==> src/rtl/bus_pkg.sv <==
// Shared types and constants for the instruction/data bus arbiter.
//   arb_state_t : arbiter FSM states
//   grant_t     : which client owns (or last owned) the master port
//   ABORT_RDATA : read data returned to a client whose transfer timed out
package bus_pkg;

   typedef enum logic [1:0] {
      IDLE,
      GRANT_I,
      GRANT_D
   } arb_state_t;

   typedef enum logic {
      INSTR,
      DATA
   } grant_t;

   localparam logic [31:0] ABORT_RDATA = 32'h0;

endpackage

==> src/rtl/bus_watchdog.sv <==
// Wait-state watchdog for the arbiter's master port.
//   clk, reset_n  : clock, asynchronous active-low reset
//   clr_i         : clear the stall counter (transfer finished or aborted)
//   inc_i         : one more stalled cycle on the granted transfer
//   timeout_o     : counter has reached TIMEOUT_CYCLES
//   bus_error_o   : sticky flag, set when a stalled transfer is aborted
module bus_watchdog #(
   parameter int unsigned TIMEOUT_CYCLES = 64,
   parameter int unsigned CNT_W          = 7
) (
   input  logic clk,
   input  logic reset_n,
   input  logic clr_i,
   input  logic inc_i,
   output logic timeout_o,
   output logic bus_error_o
);

   localparam logic [CNT_W-1:0] LIMIT = CNT_W'(TIMEOUT_CYCLES);

   logic [CNT_W-1:0] cnt_q, cnt_d;
   logic             err_q, err_d;

   assign timeout_o   = (cnt_q == LIMIT);
   assign bus_error_o = err_q;

   always_comb begin
      cnt_d = cnt_q;
      err_d = err_q;
      if (clr_i) begin
         cnt_d = '0;
      end else if (inc_i) begin
         cnt_d = cnt_q + 1'b1;
      end
      // A stall seen while already at the limit is the abort cycle.
      if (inc_i && timeout_o) begin
         err_d = 1'b1;
      end
   end

   always_ff @(posedge clk or negedge reset_n) begin
      if (!reset_n) begin
         cnt_q <= '0;
         err_q <= 1'b0;
      end else begin
         cnt_q <= cnt_d;
         err_q <= err_d;
      end
   end

endmodule

==> src/rtl/bus_arbiter.sv <==
// Round-robin arbiter merging the instruction-fetch and data clients onto
// one Avalon-style memory master with registered master-side outputs.
//   clk, reset_n                      : clock, asynchronous active-low reset
//   i_address/i_read                  : instruction client request
//   i_waitrequest/i_readdata          : instruction client response
//   d_address/d_read/d_write/
//   d_writedata/d_byteenable          : data client request
//   d_waitrequest/d_readdata          : data client response
//   m_address/m_read/m_write/
//   m_writedata/m_byteenable          : registered master strobes to memory
//   m_waitrequest/m_readdata          : memory response
//   bus_error                         : sticky watchdog abort flag
module bus_arbiter
   import bus_pkg::*;
#(
   parameter int unsigned TIMEOUT_CYCLES = 64,
   parameter int unsigned CNT_W          = 7
) (
   input  logic        clk,
   input  logic        reset_n,
   input  logic [31:0] i_address,
   input  logic        i_read,
   output logic        i_waitrequest,
   output logic [31:0] i_readdata,
   input  logic [31:0] d_address,
   input  logic        d_read,
   input  logic        d_write,
   input  logic [31:0] d_writedata,
   input  logic [3:0]  d_byteenable,
   output logic        d_waitrequest,
   output logic [31:0] d_readdata,
   output logic [31:0] m_address,
   output logic        m_read,
   output logic        m_write,
   output logic [31:0] m_writedata,
   output logic [3:0]  m_byteenable,
   input  logic        m_waitrequest,
   input  logic [31:0] m_readdata,
   output logic        bus_error
);

   arb_state_t  state_q, state_d;
   grant_t      last_grant_q, last_grant_d;
   logic [31:0] m_address_q, m_address_d;
   logic        m_read_q, m_read_d;
   logic        m_write_q, m_write_d;
   logic [31:0] m_writedata_q, m_writedata_d;
   logic [3:0]  m_byteenable_q, m_byteenable_d;

   logic i_req, d_req, pick_data;
   logic granted, done, abort, finish, wd_timeout;

   assign i_req     = i_read;
   assign d_req     = d_read | d_write;
   // Data wins when it is the only requester or when instr went last.
   assign pick_data = d_req & (~i_req | (last_grant_q == INSTR));

   assign granted = (state_q != IDLE);
   assign done    = granted & ~m_waitrequest;
   assign abort   = granted & m_waitrequest & wd_timeout;
   assign finish  = done | abort;

   assign m_address    = m_address_q;
   assign m_read       = m_read_q;
   assign m_write      = m_write_q;
   assign m_writedata  = m_writedata_q;
   assign m_byteenable = m_byteenable_q;

   bus_watchdog #(
      .TIMEOUT_CYCLES (TIMEOUT_CYCLES),
      .CNT_W          (CNT_W)
   ) u_watchdog (
      .clk         (clk),
      .reset_n     (reset_n),
      .clr_i       (finish),
      .inc_i       (granted & m_waitrequest),
      .timeout_o   (wd_timeout),
      .bus_error_o (bus_error)
   );

   always_ff @(posedge clk or negedge reset_n) begin
      if (!reset_n) begin
         state_q        <= IDLE;
         last_grant_q   <= INSTR;
         m_address_q    <= '0;
         m_read_q       <= 1'b0;
         m_write_q      <= 1'b0;
         m_writedata_q  <= '0;
         m_byteenable_q <= '0;
      end else begin
         state_q        <= state_d;
         last_grant_q   <= last_grant_d;
         m_address_q    <= m_address_d;
         m_read_q       <= m_read_d;
         m_write_q      <= m_write_d;
         m_writedata_q  <= m_writedata_d;
         m_byteenable_q <= m_byteenable_d;
      end
   end

   // Next state, including the master-side capture at grant time.
   always_comb begin
      state_d        = state_q;
      last_grant_d   = last_grant_q;
      m_address_d    = m_address_q;
      m_read_d       = m_read_q;
      m_write_d      = m_write_q;
      m_writedata_d  = m_writedata_q;
      m_byteenable_d = m_byteenable_q;
      unique case (state_q)
         IDLE: begin
            if (pick_data) begin
               state_d        = GRANT_D;
               last_grant_d   = DATA;
               m_address_d    = d_address;
               m_write_d      = d_write;
               // Simultaneous read+write: the write goes out, the read is dropped.
               m_read_d       = ~d_write;
               m_writedata_d  = d_writedata;
               m_byteenable_d = d_byteenable;
            end else if (i_req) begin
               state_d        = GRANT_I;
               last_grant_d   = INSTR;
               m_address_d    = i_address;
               m_read_d       = 1'b1;
               m_write_d      = 1'b0;
               m_writedata_d  = '0;
               m_byteenable_d = '1;
            end
         end
         GRANT_I, GRANT_D: begin
            if (finish) begin
               state_d   = IDLE;
               m_read_d  = 1'b0;
               m_write_d = 1'b0;
            end
         end
         default: state_d = IDLE;
      endcase
   end

   // Client responses are combinational in the completing cycle.
   always_comb begin
      i_waitrequest = i_req;
      d_waitrequest = d_req;
      i_readdata    = '0;
      d_readdata    = '0;
      if ((state_q == GRANT_I) && finish) begin
         i_waitrequest = 1'b0;
         i_readdata    = done ? m_readdata : ABORT_RDATA;
      end
      if ((state_q == GRANT_D) && finish) begin
         d_waitrequest = 1'b0;
         d_readdata    = done ? m_readdata : ABORT_RDATA;
      end
   end

endmodule

==> config.mk <==
export PLATFORM = sky130hd
export DESIGN_NAME = bus_arbiter
export DESIGN_NICKNAME = d
export VERILOG_FILES = /design/src/rtl/bus_pkg.sv /design/src/rtl/bus_watchdog.sv /design/src/rtl/bus_arbiter.sv
export SDC_FILE = /design/constraint.sdc
export NUM_CORES = 1
export LEC_CHECK = 0
export ABC_CLOCK_PERIOD_IN_PS = 2500
export CORE_MARGIN = 4
export CORE_UTILIZATION = 36
export CTS_CLUSTER_SIZE = 14
export DETAILED_ROUTE_END_ITERATION = 12
export GPL_ROUTABILITY_DRIVEN = 0
export PLACE_DENSITY_LB_ADDON = 0.3
export SLEW_MARGIN = 30
export SYNTH_ARGS = -nofsm -noshare
export SYNTH_HDL_FRONTEND = slang
export SYNTH_HIERARCHICAL = 1
export SYNTH_SLANG_ARGS = --single-unit
==> constraint.sdc <==
create_clock -name clk -period 2.5 [get_ports clk]
set_input_delay 0.5 -clock clk [delete_from_list [all_inputs] [get_ports clk]]
set_output_delay 0.5 -clock clk [all_outputs]
set_load 0.05 [all_outputs]
==> results <==
[registers in the layout (all words and copies together) (netlist names)]
signal	cells
state_q	2
u_watchdog/bus_error_o	1
m_write	1
m_writedata	32
u_watchdog/cnt_q	7
m_byteenable	4
m_read	1
m_address	32
last_grant_q	1
[cell usage in the layout (no fill, tap or decap), types with 2 or more instances in the layout]
cell             instances
clkbuf_8                 9
mux2i_1                 34
clkdlybuf4s50_1        207
o22a_1                   3
nand2_1                 40
and2_1                  64
ha_1                     5
buf_12                  70
o21ai_0                 37
bufinv_16                2
o22ai_1                  2
dfrtp_1                 81
nor4_1                   2
nor2_1                   7
a21oi_1                  2
a22o_1                  32
buf_4                    6
or3_1                    2
nor2b_1                  3
xor2_1                   3
nor3b_2                  2
inv_1                    5
[metal layers]
layer / wire [µm] / up-vias / GRT usage, %
met5: 0 / - / 0
li1: - / 1814 / -
met3: 1409 / 21 / 9.679
met1: 4899 / 1781 / 23.50
met2: 7521 / 157 / 39.30
met4: 349 / 0 / 7.692
[power breakdown]
part	total, mW	internal [mW]	switching, mW
Clock	1.01	0.558	0.457
Combinational	5.32	1.96	3.35
Sequential	2.20	1.87	0.323
Total	8.53	4.40	4.13
[what timing repair did]
item | 4_1_cts | 5_1_grt
endpoints found under the hold margin | 0 | 0
gates resized for setup | 0 | 4
setup endpoints to repair | 0 | 3
[through the flow]
step	utilization (%)	hold slack [ns]	power (mW)	worst slack, ns
after global placement	69.53	0.4458	7.451	0.1286
after global routing	71.62	0.09815	8.952	0.01961
after detailed placement	69.53	0.4569	7.575	0.1274
after floorplan	-	0.2044	5.558	0.1552
final	71.62	0.09351	8.529	0.1430
after CTS	71.47	0.09108	8.605	0.07493
[worst paths after layout]
path / startpoint / end / slack, ns / cells after the start
max: state_q[0] / i_readdata[30] / 0.14 / 6
min: reset_n / m_address[1] / 0.09 / 1
max reg2reg: state_q[0] / u_watchdog/cnt_q[5] / 0.53 / 8
min reg2reg: m_address[15] / m_address[15] / 0.48 / 2
max in group asynchronous: reset_n / m_writedata[16] / 1.79 / 2
min in group clk: m_address[15] / m_address[15] / 0.48 / 2
[final cells by class]
cell class | instances | area (µm²)
timing repair buffer | 284 | 3530
fill | 781 | 3063
sequential | 81 | 2027
multi-input combinational | 256 | 1768
tap | 140 | 175.2
clock buffer | 10 | 127.6
clock inverter | 5 | 81.33
inverter | 5 | 18.77
antenna | 1 | 2.502
[logic make-up (layout without fill, tap and decap cells)]
kind of cell	after synthesis	count (layout)	synth area share, %
and+or+nand+nor	127	127	17.59
AOI/OAI and AO/OA	86	86	15.44
DFF	81	81	51.15
muxes	34	34	8.589
buffers and inverters	31	304	4.768
adders and majority gates	5	5	1.579
xor gates and xnor gates	4	4	0.8843
other	0	1	0
[critical path: stages, from the launching register on]
cell and delay (ns):
dfrtp_1 0.37, inv_1 0.08, ha_1 0.26, nor3b_2 0.23, buf_4 0.21, and2_1 0.20, buf_12 0.15
==> impl_metrics.yaml <==
timing:
  slew_headroom_pct: 61.36
  final_max_slew_viol_count: 0
  finalSetupViolCount: 0
  min_period_over_period_pct: 94.28
  clock-skew-final_ns: 0.01305
  rsz0062_at_grt: "no"
  fmax_ghz: 0.4243
  fin_crit_ns: 2.357
  hold_viol_final: 0
  setup_tns_ns: 0
  tightest_slew_ns: 0.5752
layout:
  fin_cells: 782
  fin_area_mm2: 0.007730
  layout-drive-gt1-share_pct: 15.60
  num-nets-final: 780
  syn_to_final_growth_pct: 95.07
die:
  start_util_pct: 36.71
  fp.dieH_um: 112.9
  dieArea_mm2: 0.01275
  ios: 275
  core_area_mm2: 0.01079
  std_cell_rows: 38
  fp.dieW_um: 112.9
setup_path:
  crit_path_max_fanout: 15
  crit_path_start_kind: "flop"
  critPathCaptureType: "primary output"
  critPathKind: "flop to primary output"
  cp_data_arrival_time_ns: 1.86
  worst-endpoint-required_ns: 2.00
synth:
  synth_ff_type: "dfrtp_1"
  yosysSeqAreaShare_pct: 51.15
  async_reset_ff_share_pct: 100.0
  ys_ff_latch: 81
  yosysWarningCount: 6
  syn_area_per_cell_um2: 10.77
  synth_edf_count: 0
  yosys-top-cells-count: "dfrtp_1 (81), and2_1 (64), nand2_1 (40), o21ai_0 (37), mux2i_1 (34)"
  syn_area_mm2: 0.003963
  synthTopCellsByArea: "dfrtp_1 (51%), and2_1 (10%), mux2i_1 (8.6%), a22o_1 (7.1%), o21ai_0 (4.7%)"
  synth_top_area_share_pct: 51.15
  synth_most_common_cell: "dfrtp_1"
  ys_types: 35
  syn_nets: 511
  synth_cells: 368
  synth_area_leader_cell: "dfrtp_1"
global_routing:
  first_global_vias: 4068
  grt_overflow: 0
  grt_max_degree: 72
  grt_pass1_wl_mm: 21.96
  track_usage_pct: 22.19
  antenna_found_initial: 1
clock_network:
  cts.sinks: 81
  hold_buffers: 0
  h-tree-depth: 3
  post-cts-setup-buffers: 0
  root_buffer: "clkbuf_8"
  cts_buffers: 9
  clkTransAtPathRegs_ns: 0.09
  clockBufferDepth: 2
  clk_latency_ns: 0.34
  cts_tree: "yes"
drt:
  vias_per_cell: 4.825
  drtAntennaViolNets: 0
  drc: 0
  wl_per_cell_um: 18.13
  finalWirelength_mm: 14.18
  firstDrtPassIters: 4
  vias: 3773
  drtIter0Drc: 217
placement:
  placed_cell_area_mm2: 0.007505
  io_buffers: 274
  hpwlAfterDp_mm: 11.68
  dp.cells: 766
run_status:
  status: "finished, final reports clean"
power:
  p_leak_nw: 3.357
  ir_worst_vdd_mv: 0.6686
  p_per_area_mw_per_mm2: 1103
worst_hold_path:
  hold_path.class: "input port to async pin"
flow_run:
  drv_cap: 0
Note: power is estimated with default switching activity, not from simulation.
